<file path="src/rtl/alu_ctrl_seq.sv">
// alu_ctrl_seq -- registered ALU control decoder and RV32M op sequencer.
//
// Decodes ALUOp/funct3/funct7 into the 4-bit ALU control word {inverse,
// function}, carries a destination tag with each op, and holds the pipeline
// (in_ready=0) while a multi-cycle multiply or divide is in flight.
//
// Build option: define MULDIV_EN to enable M-extension sequencing
// (pipelined multiplier wait and divider start/done handshake). Without it,
// funct7=0000001 decodes as an illegal plain ALU op and the divider
// handshake outputs are tied low.
//
// Parameters:
//   MUL_LAT  multiplier latency, accept edge to out_valid (1..15)
//   TAG_W    width of the pass-through destination tag
//
// Ports:
//   clk, rst                synchronous active-high reset
//   in_valid / in_ready     input handshake (accept = in_valid & in_ready)
//   aluop, funct3, funct7   instruction fields to decode
//   is_imm                  I-type arithmetic
//   tag_in / tag_out        destination tag in / on the output
//   flush                   kills the pending op, returns to IDLE
//   out_valid / out_ready   output handshake
//   alu_ctrl, unit_sel,     decoded control word, unit select (00 ALU,
//   md_op, illegal          01 MUL, 10 DIV), M funct3, undefined encoding
//   div_start / div_done    divider handshake
//   div_abort               one-cycle divider cancel pulse
module alu_ctrl_seq #(
  parameter int MUL_LAT = 3,
  parameter int TAG_W   = 5
) (
  input  logic             clk,
  input  logic             rst,
  input  logic             in_valid,
  output logic             in_ready,
  input  logic [1:0]       aluop,
  input  logic [2:0]       funct3,
  input  logic [6:0]       funct7,
  input  logic             is_imm,
  input  logic [TAG_W-1:0] tag_in,
  input  logic             flush,
  output logic             out_valid,
  input  logic             out_ready,
  output logic [3:0]       alu_ctrl,
  output logic [1:0]       unit_sel,
  output logic [2:0]       md_op,
  output logic             illegal,
  output logic [TAG_W-1:0] tag_out,
  output logic             div_start,
  input  logic             div_done,
  output logic             div_abort
);

  localparam logic [6:0] F7_BASE   = 7'b0000000;
  localparam logic [6:0] F7_ALT    = 7'b0100000;
  localparam logic [6:0] F7_MULDIV = 7'b0000001;

  typedef enum logic [1:0] {
    IDLE     = 2'd0,
    MUL_WAIT = 2'd1,
    DIV_WAIT = 2'd2,
    OUT      = 2'd3
  } state_t;

  state_t           state_reg;
  logic             out_valid_reg;
  logic [3:0]       alu_ctrl_reg;
  logic [1:0]       unit_sel_reg;
  logic [2:0]       md_op_reg;
  logic             illegal_reg;
  logic [TAG_W-1:0] tag_out_reg;

  logic [3:0]       dec_alu;
  logic [1:0]       dec_unit;
  logic [2:0]       dec_md;
  logic             dec_ill;
  logic             accept;

`ifdef MULDIV_EN
  localparam logic [1:0] UNIT_MUL = 2'b01;
  localparam logic [1:0] UNIT_DIV = 2'b10;

  logic [3:0] cnt_reg;
  logic       div_start_reg;
  logic       div_abort_reg;

  assign div_start = div_start_reg;
  assign div_abort = div_abort_reg;
`else
  localparam int unused_mul_lat = MUL_LAT;
  logic unused_div_done;

  assign unused_div_done = div_done;
  assign div_start       = 1'b0;
  assign div_abort       = 1'b0;
`endif

  // Reset holds in_ready high; flush blocks acceptance in every state.
  // In OUT a new op can replace the current one in the same cycle it leaves.
  assign in_ready = rst | (~flush & ((state_reg == IDLE) |
                                     ((state_reg == OUT) & out_ready)));
  assign accept   = in_valid & in_ready;

  assign out_valid = out_valid_reg;
  assign alu_ctrl  = alu_ctrl_reg;
  assign unit_sel  = unit_sel_reg;
  assign md_op     = md_op_reg;
  assign illegal   = illegal_reg;
  assign tag_out   = tag_out_reg;

  // Field decode of the op presented on the input this cycle.
  always_comb begin
    dec_alu  = 4'b0000;
    dec_unit = 2'b00;
    dec_md   = 3'b000;
    dec_ill  = 1'b0;
    case (aluop)
      2'b01: begin
        case (funct3)
          3'b000:  dec_alu = 4'b0100;
          3'b001:  dec_alu = 4'b1100;
          3'b100:  dec_alu = 4'b0010;
          3'b101:  dec_alu = 4'b1010;
          3'b110:  dec_alu = 4'b0011;
          3'b111:  dec_alu = 4'b1011;
          default: begin
            dec_alu = 4'b0100;
            dec_ill = 1'b1;
          end
        endcase
      end
      2'b10: begin
        dec_alu = {funct7[5], funct3};
        if (is_imm) begin
          // For I-type only shift-right keeps funct7[5] as the
          // arithmetic/logical select; elsewhere it is an immediate bit.
          if (funct3 != 3'b101)
            dec_alu[3] = 1'b0;
          if ((funct3 == 3'b001 || funct3 == 3'b101) &&
              funct7 != F7_BASE && funct7 != F7_ALT)
            dec_ill = 1'b1;
        end else begin
          if (funct7 != F7_BASE && funct7 != F7_ALT && funct7 != F7_MULDIV)
            dec_ill = 1'b1;
          // Only SUB and SRA take the alternate funct7.
          if (funct7 == F7_ALT && funct3 != 3'b000 && funct3 != 3'b101)
            dec_ill = 1'b1;
          if (funct7 == F7_MULDIV) begin
`ifdef MULDIV_EN
            dec_alu  = 4'b0000;
            dec_md   = funct3;
            dec_unit = funct3[2] ? UNIT_DIV : UNIT_MUL;
`else
            dec_ill  = 1'b1;
`endif
          end
        end
      end
      2'b11:   dec_alu = 4'b1111;
      default: dec_alu = 4'b0000;
    endcase
  end

  always_ff @(posedge clk) begin
    if (rst) begin
      state_reg     <= IDLE;
      out_valid_reg <= 1'b0;
      alu_ctrl_reg  <= 4'b0000;
      unit_sel_reg  <= 2'b00;
      md_op_reg     <= 3'b000;
      illegal_reg   <= 1'b0;
      tag_out_reg   <= '0;
`ifdef MULDIV_EN
      cnt_reg       <= 4'd0;
      div_start_reg <= 1'b0;
      div_abort_reg <= 1'b0;
`endif
    end else begin
`ifdef MULDIV_EN
      div_start_reg <= 1'b0;
      div_abort_reg <= 1'b0;
`endif
      if (flush) begin
        state_reg     <= IDLE;
        out_valid_reg <= 1'b0;
`ifdef MULDIV_EN
        cnt_reg       <= 4'd0;
        // A div_done arriving with the flush is simply dropped here.
        if (state_reg == DIV_WAIT)
          div_abort_reg <= 1'b1;
`endif
      end else if (accept) begin
        alu_ctrl_reg <= dec_alu;
        unit_sel_reg <= dec_unit;
        md_op_reg    <= dec_md;
        illegal_reg  <= dec_ill;
        tag_out_reg  <= tag_in;
`ifdef MULDIV_EN
        if (dec_unit == UNIT_MUL) begin
          state_reg     <= MUL_WAIT;
          cnt_reg       <= 4'(MUL_LAT - 1);
          out_valid_reg <= 1'b0;
        end else if (dec_unit == UNIT_DIV) begin
          state_reg     <= DIV_WAIT;
          div_start_reg <= 1'b1;
          out_valid_reg <= 1'b0;
        end else begin
          state_reg     <= OUT;
          out_valid_reg <= 1'b1;
        end
`else
        state_reg     <= OUT;
        out_valid_reg <= 1'b1;
`endif
      end else begin
        case (state_reg)
`ifdef MULDIV_EN
          MUL_WAIT: begin
            if (cnt_reg == 4'd0) begin
              state_reg     <= OUT;
              out_valid_reg <= 1'b1;
            end else begin
              cnt_reg <= cnt_reg - 4'd1;
            end
          end
          DIV_WAIT: begin
            // The start cycle may still see a stale done from the divider.
            if (!div_start_reg && div_done) begin
              state_reg     <= OUT;
              out_valid_reg <= 1'b1;
            end
          end
`endif
          OUT: begin
            if (out_ready) begin
              state_reg     <= IDLE;
              out_valid_reg <= 1'b0;
            end
          end
          default: ;
        endcase
      end
    end
  end

endmodule

</file>
<file path="config.mk">
export PLATFORM = sky130hd
export DESIGN_NAME = alu_ctrl_seq
export DESIGN_NICKNAME = d
export VERILOG_FILES = /design/src/rtl/alu_ctrl_seq.sv
export SDC_FILE = /design/constraint.sdc
export NUM_CORES = 1
export LEC_CHECK = 0
export BUFFER_PORTS_ARGS = -buffer_cell sky130_fd_sc_hd__buf_4
export CAP_MARGIN = 20
export CELL_PAD_IN_SITES_DETAIL_PLACEMENT = 1
export CELL_PAD_IN_SITES_GLOBAL_PLACEMENT = 1
export CORE_MARGIN = 1.5
export CORE_UTILIZATION = 28
export DETAILED_ROUTE_END_ITERATION = 8
export PLACE_DENSITY_LB_ADDON = 0.1
export SETUP_SLACK_MARGIN = 0.05
export SLEW_MARGIN = 20
export SYNTH_ARGS = -nofsm -noshare
export SYNTH_HDL_FRONTEND = slang
export SYNTH_SLANG_ARGS = --single-unit
export TNS_END_PERCENT = 10
</file>
<file path="constraint.sdc">
create_clock -name clk -period 1.69 [get_ports clk]
set_clock_uncertainty 0.2 [all_clocks]
set_input_delay 0.507 -clock clk [delete_from_list [all_inputs] [get_ports clk]]
set_output_delay 0.507 -clock clk [all_outputs]
set_load 0.02 [all_outputs]
</file>
Yosys cells after proc, flatten, opt, wreduce, memory -nomap -nowiden
Index checks and enable logic that the tools add are counted.
- logic and storage cells: 59
- bits in registers: 13
- output and inout port bits: 19
- bitwise gates (word level): 6
- reduce and logical (&&, ||, !) cells: 17
- multiplexer cells: 17
- equal/unequal tests: 14
- operators with widths (operator ; count):
    $pmux 4 s5 ; 1
    $eq 3x3->1 const B ; 4
    $pmux 4 s3 ; 1
    $mux 1 ; 11
    $eq 7x1->1 const B ; 1
    $eq 7x6->1 const B ; 1
    $ne 7x1->1 const B ; 1
    $ne 7x6->1 const B ; 1
    $reduce_bool 7->1 ; 1
    $eq 2x2->1 const B ; 3
    $logic_and 1x1->1 ; 6
    $mux 2 ; 3
    $reduce_or 6->1 ; 1
    $reduce_and 2->1 ; 2
    $reduce_bool 2->1 ; 2
    $and 1x1->1 ; 3
    $eq 3x1->1 const B ; 1
    $logic_not 3->1 ; 1
    $ne 3x3->1 const B ; 1
    $reduce_bool 3->1 ; 1
    $eq 2x1->1 const B ; 1
    $logic_not 2->1 ; 1
    $or 1x1->1 ; 2
    $pmux 1 s2 ; 1
    other kinds (3) ; 3

Logic depth before layout (Yosys ltp)
- depth in word-level cells: 8
- mapped depth: 6
- depth with buffers taken out: 6

Least setup slack after synthesis
Ideal clock, no wire load.
- kind: input -> output
- start: input rst
- end: output in_ready
- data required time: 0.983 ns
- data arrival time: 1.019 ns
- setup slack: -0.036 ns
- cell stages on the path: 2
- cells stage by stage: clkbuf_1 o21bai_1
- cells in the longest elaborated chain, start to end: 1
- ends and longest elaborated chain (what ; RTL line ; text):
    start: declaration ; 33 ; input logic rst,
    $or 1x1->1 ; 100 ; assign in_ready = rst | (~flush & ((state_reg == IDLE) |
    end: declaration ; 35 ; output logic in_ready,
No other way between the ends.

Final worst setup path
- start: input out_ready
- end: output in_ready
- cells in the longest elaborated chain, start to end: 4
- ends and longest elaborated chain (what ; RTL line ; text):
    start: declaration ; 43 ; input logic out_ready,
    $and 1x1->1 ; 101 ; ((state_reg == OUT) & out_ready)));
    $or 1x1->1 ; 100 ;
    $and 1x1->1 ; 100 ;
    $or 1x1->1 ; 100 ;
No other way between the ends.

==> results.yml <==
sta:
  final_max_slew_viol_count: 0
  period_minus_slack_ps: 1666
  min_period_over_period_pct: 98.55
  tns_ps: 0
  setup_viol: 0
  hold_slack_ps: 241.0
  rsz0062_at_grt: "yes"
  final-hold-violation-count: 0
  fmax_mhz: 600.4
layout:
  design_area_um2: 1087
  area_growth_pct: 56.58
  layout_commonest_cell: "buf_4"
  final_nets: 156
  largest_reg_flops: 5
  layout_common_cells: "buf_4, dfxtp_1, nor2_1, nand2_1, conb_1"
  antennaDiodeCount: 0
  drive_gt1_share_pct: 45.67
synth:
  yosysTopAreaCellShare_pct: 31.71
  synthFlopType: "dfxtp_1"
  netlist_area_um2: 694.4
  syn_avg_cell_area_um2: 8.573
  synth_top_area_cell: "dfxtp_1"
  synthArstFlopShare_pct: 0
  synth_warnings: 0
  ys_seq_area_share_pct: 31.71
  ys_types: 30
  synth_seq_cells: 11
  synth_edf_count: 0
  synth_area_leaders: "dfxtp_1, buf_4, ha_1"
  syn_inst: 81
grt:
  met2_usage_pct: 26.25
  antenna_found_initial: 0
  grt_use_met1_pct: 18.04
  top_usage_layer: "met2"
  grt.overflow.total: 0
  grt.met3_usage_pct: 5.429
  grt_pass1_vias: 723
  grt_start_max_net_pins: 9
  grt_pass1_wl_um: 3084
  grt_usage_pct: 15.17
routing:
  viasPerCell: 4.684
  drc: 0
  drt_iter0_markers: 6
  dr.pass1.iters: 4
  wl_per_cell_um: 11.86
  wirelength_um: 1839
  ant_nets: 0
  vias: 726
floorplan:
  die_w_um: 52.80
  core-area_um2: 2276
  die-area_um2: 2788
  fp.dieH_um: 52.80
  initial_core_util_pct: 30.51
  ios: 43
  rows: 17
critical_path:
  worstSetupPathType: "in2out"
  path_cells: "buf_4 -> nor2b_4 -> o21bai_4 -> buf_6"
  crit_path_top_delay_cell: "buf_4"
  crit_path_start_kind: "primary input"
  crit_fanout: 2
  critPathCaptureType: "output pin"
  worst_ep_arrival_time_ps: 960
  cp.required_ps: 980
  max_stage_delay_ps: 130
clock_tree:
  ctsHoldBuffers: 0
  clk_latency_ps: 270
  cts_tree: "yes"
  clk_pin_slew_ps: 70
  h-tree-depth: 1
  clockBufferDepth: 2
  cts_root_buf: "clkbuf_4"
  cts.sinks: 11
  cts_made_buffers: 3
power_and_ir_drop:
  p_per_area_nw_per_um2: 598.5
  intPower_w: 0.0004612
  power_frac_seq_pct: 42.4
  p_clk_share_pct: 27.5
  p_comb_share_pct: 30.1
  power_leakage_nw: 0.5298
  p_total_w: 0.0006507
  vdd_drop_max_uv: 420.1
  switching_share_pct: 29.13
  power.switching_w: 0.0001895
hold_path:
  hold_class: "in2reg"
placed_design:
  gp_congestion: 0.7535
  place_area_um2: 1011
  dp_hpwl_um: 1519
  portBuffers: 34
flow_run:
  max_cap_viol_count: 0
run_status:
  outcome: "finished clean"
-- worst max-delay path, delay by kind of cell --
kind | cells | cell delay, ps
AO/OA/AOI/OAI | 1 | 60
AND/OR/NAND/NOR | 1 | 130
buffers and inverters | 2 | 260
-- through the flow --
stage	util (%)	instances	worst slack (ps)
finish	47.77	155	24.44
global placement	44.42	149	-143.8
detailed placement	44.42	149	-201.5
floorplan	-	87	85.27
global route	47.77	155	-11.90
CTS	46.45	154	10.10
-- Yosys cell counts, types with 2 or more instances --
cell and number:
dfxtp_1 11, buf_4 8, nor2_1 8, nand2_1 7, a21oi_1 5, inv_1 5
mux2i_1 5, ha_1 4, nand3b_1 3, a311oi_1 2, nand2b_1 2, nor2b_1 2
or3_1 2
-- logic make-up after synthesis --
| family | count (synthesis) | share of synthesized area, % |
|---|---|---|
| AOI/OAI and AO/OA | 16 | 18.20 |
| xor gates and xnor gates | 1 | 1.261 |
| adders and majority gates | 4 | 7.207 |
| buffers and inverters | 15 | 13.51 |
| DFF | 11 | 31.71 |
| muxes | 5 | 7.207 |
| other | 1 | 0.5400 |
| and+or+nand+nor | 28 | 20.36 |
-- power groups by stage --
| stage | clock network, W | registers, W | logic, W |
|---|---|---|---|
| finish | 0.000179 | 0.000276 | 0.000196 |
| global route | 0.000203 | 0.000277 | 0.000214 |
| CTS | 0.000188 | 0.000276 | 0.000192 |
| detailed placement | 0 | 0.000282 | 0.000187 |
| global placement | 0 | 0.000282 | 0.000181 |
| floorplan | 0 | 0.000296 | 0.0000914 |
-- path summary, 6_finish.rpt --
path,start,to,slack (ps),cells after the start
hold reg to reg,alu_ctrl[0],alu_ctrl[0],260,2
hold / removal,flush,state_reg[0],240,2
setup / recovery,out_ready,in_ready,20,4
setup reg to reg,state_reg[0],alu_ctrl[1],180,6
-- timing repair --
action / CTS / global route
resized for setup: 4 / 4
endpoints found under the setup margin: 1 / 4
setup buffers: 1 / 1
-- layout make-up --
cell class | instances | area, um^2
clock buffers | 4 | 26.28
fillers | 275 | 1189
inverters | 5 | 18.77
multi-input cells | 61 | 436.7
flip-flops and latches | 11 | 221.5
well taps | 28 | 35.03
repair buffers | 46 | 349.1
-- per-layer routing --
layer | up-vias | routed length (um)
li1 | 357 | -
met1 | 347 | 750
met2 | 20 | 962
met3 | 2 | 111
met4 | 0 | 14
met5 | - | 0
Note: power is estimated with default switching activity, not from simulation.
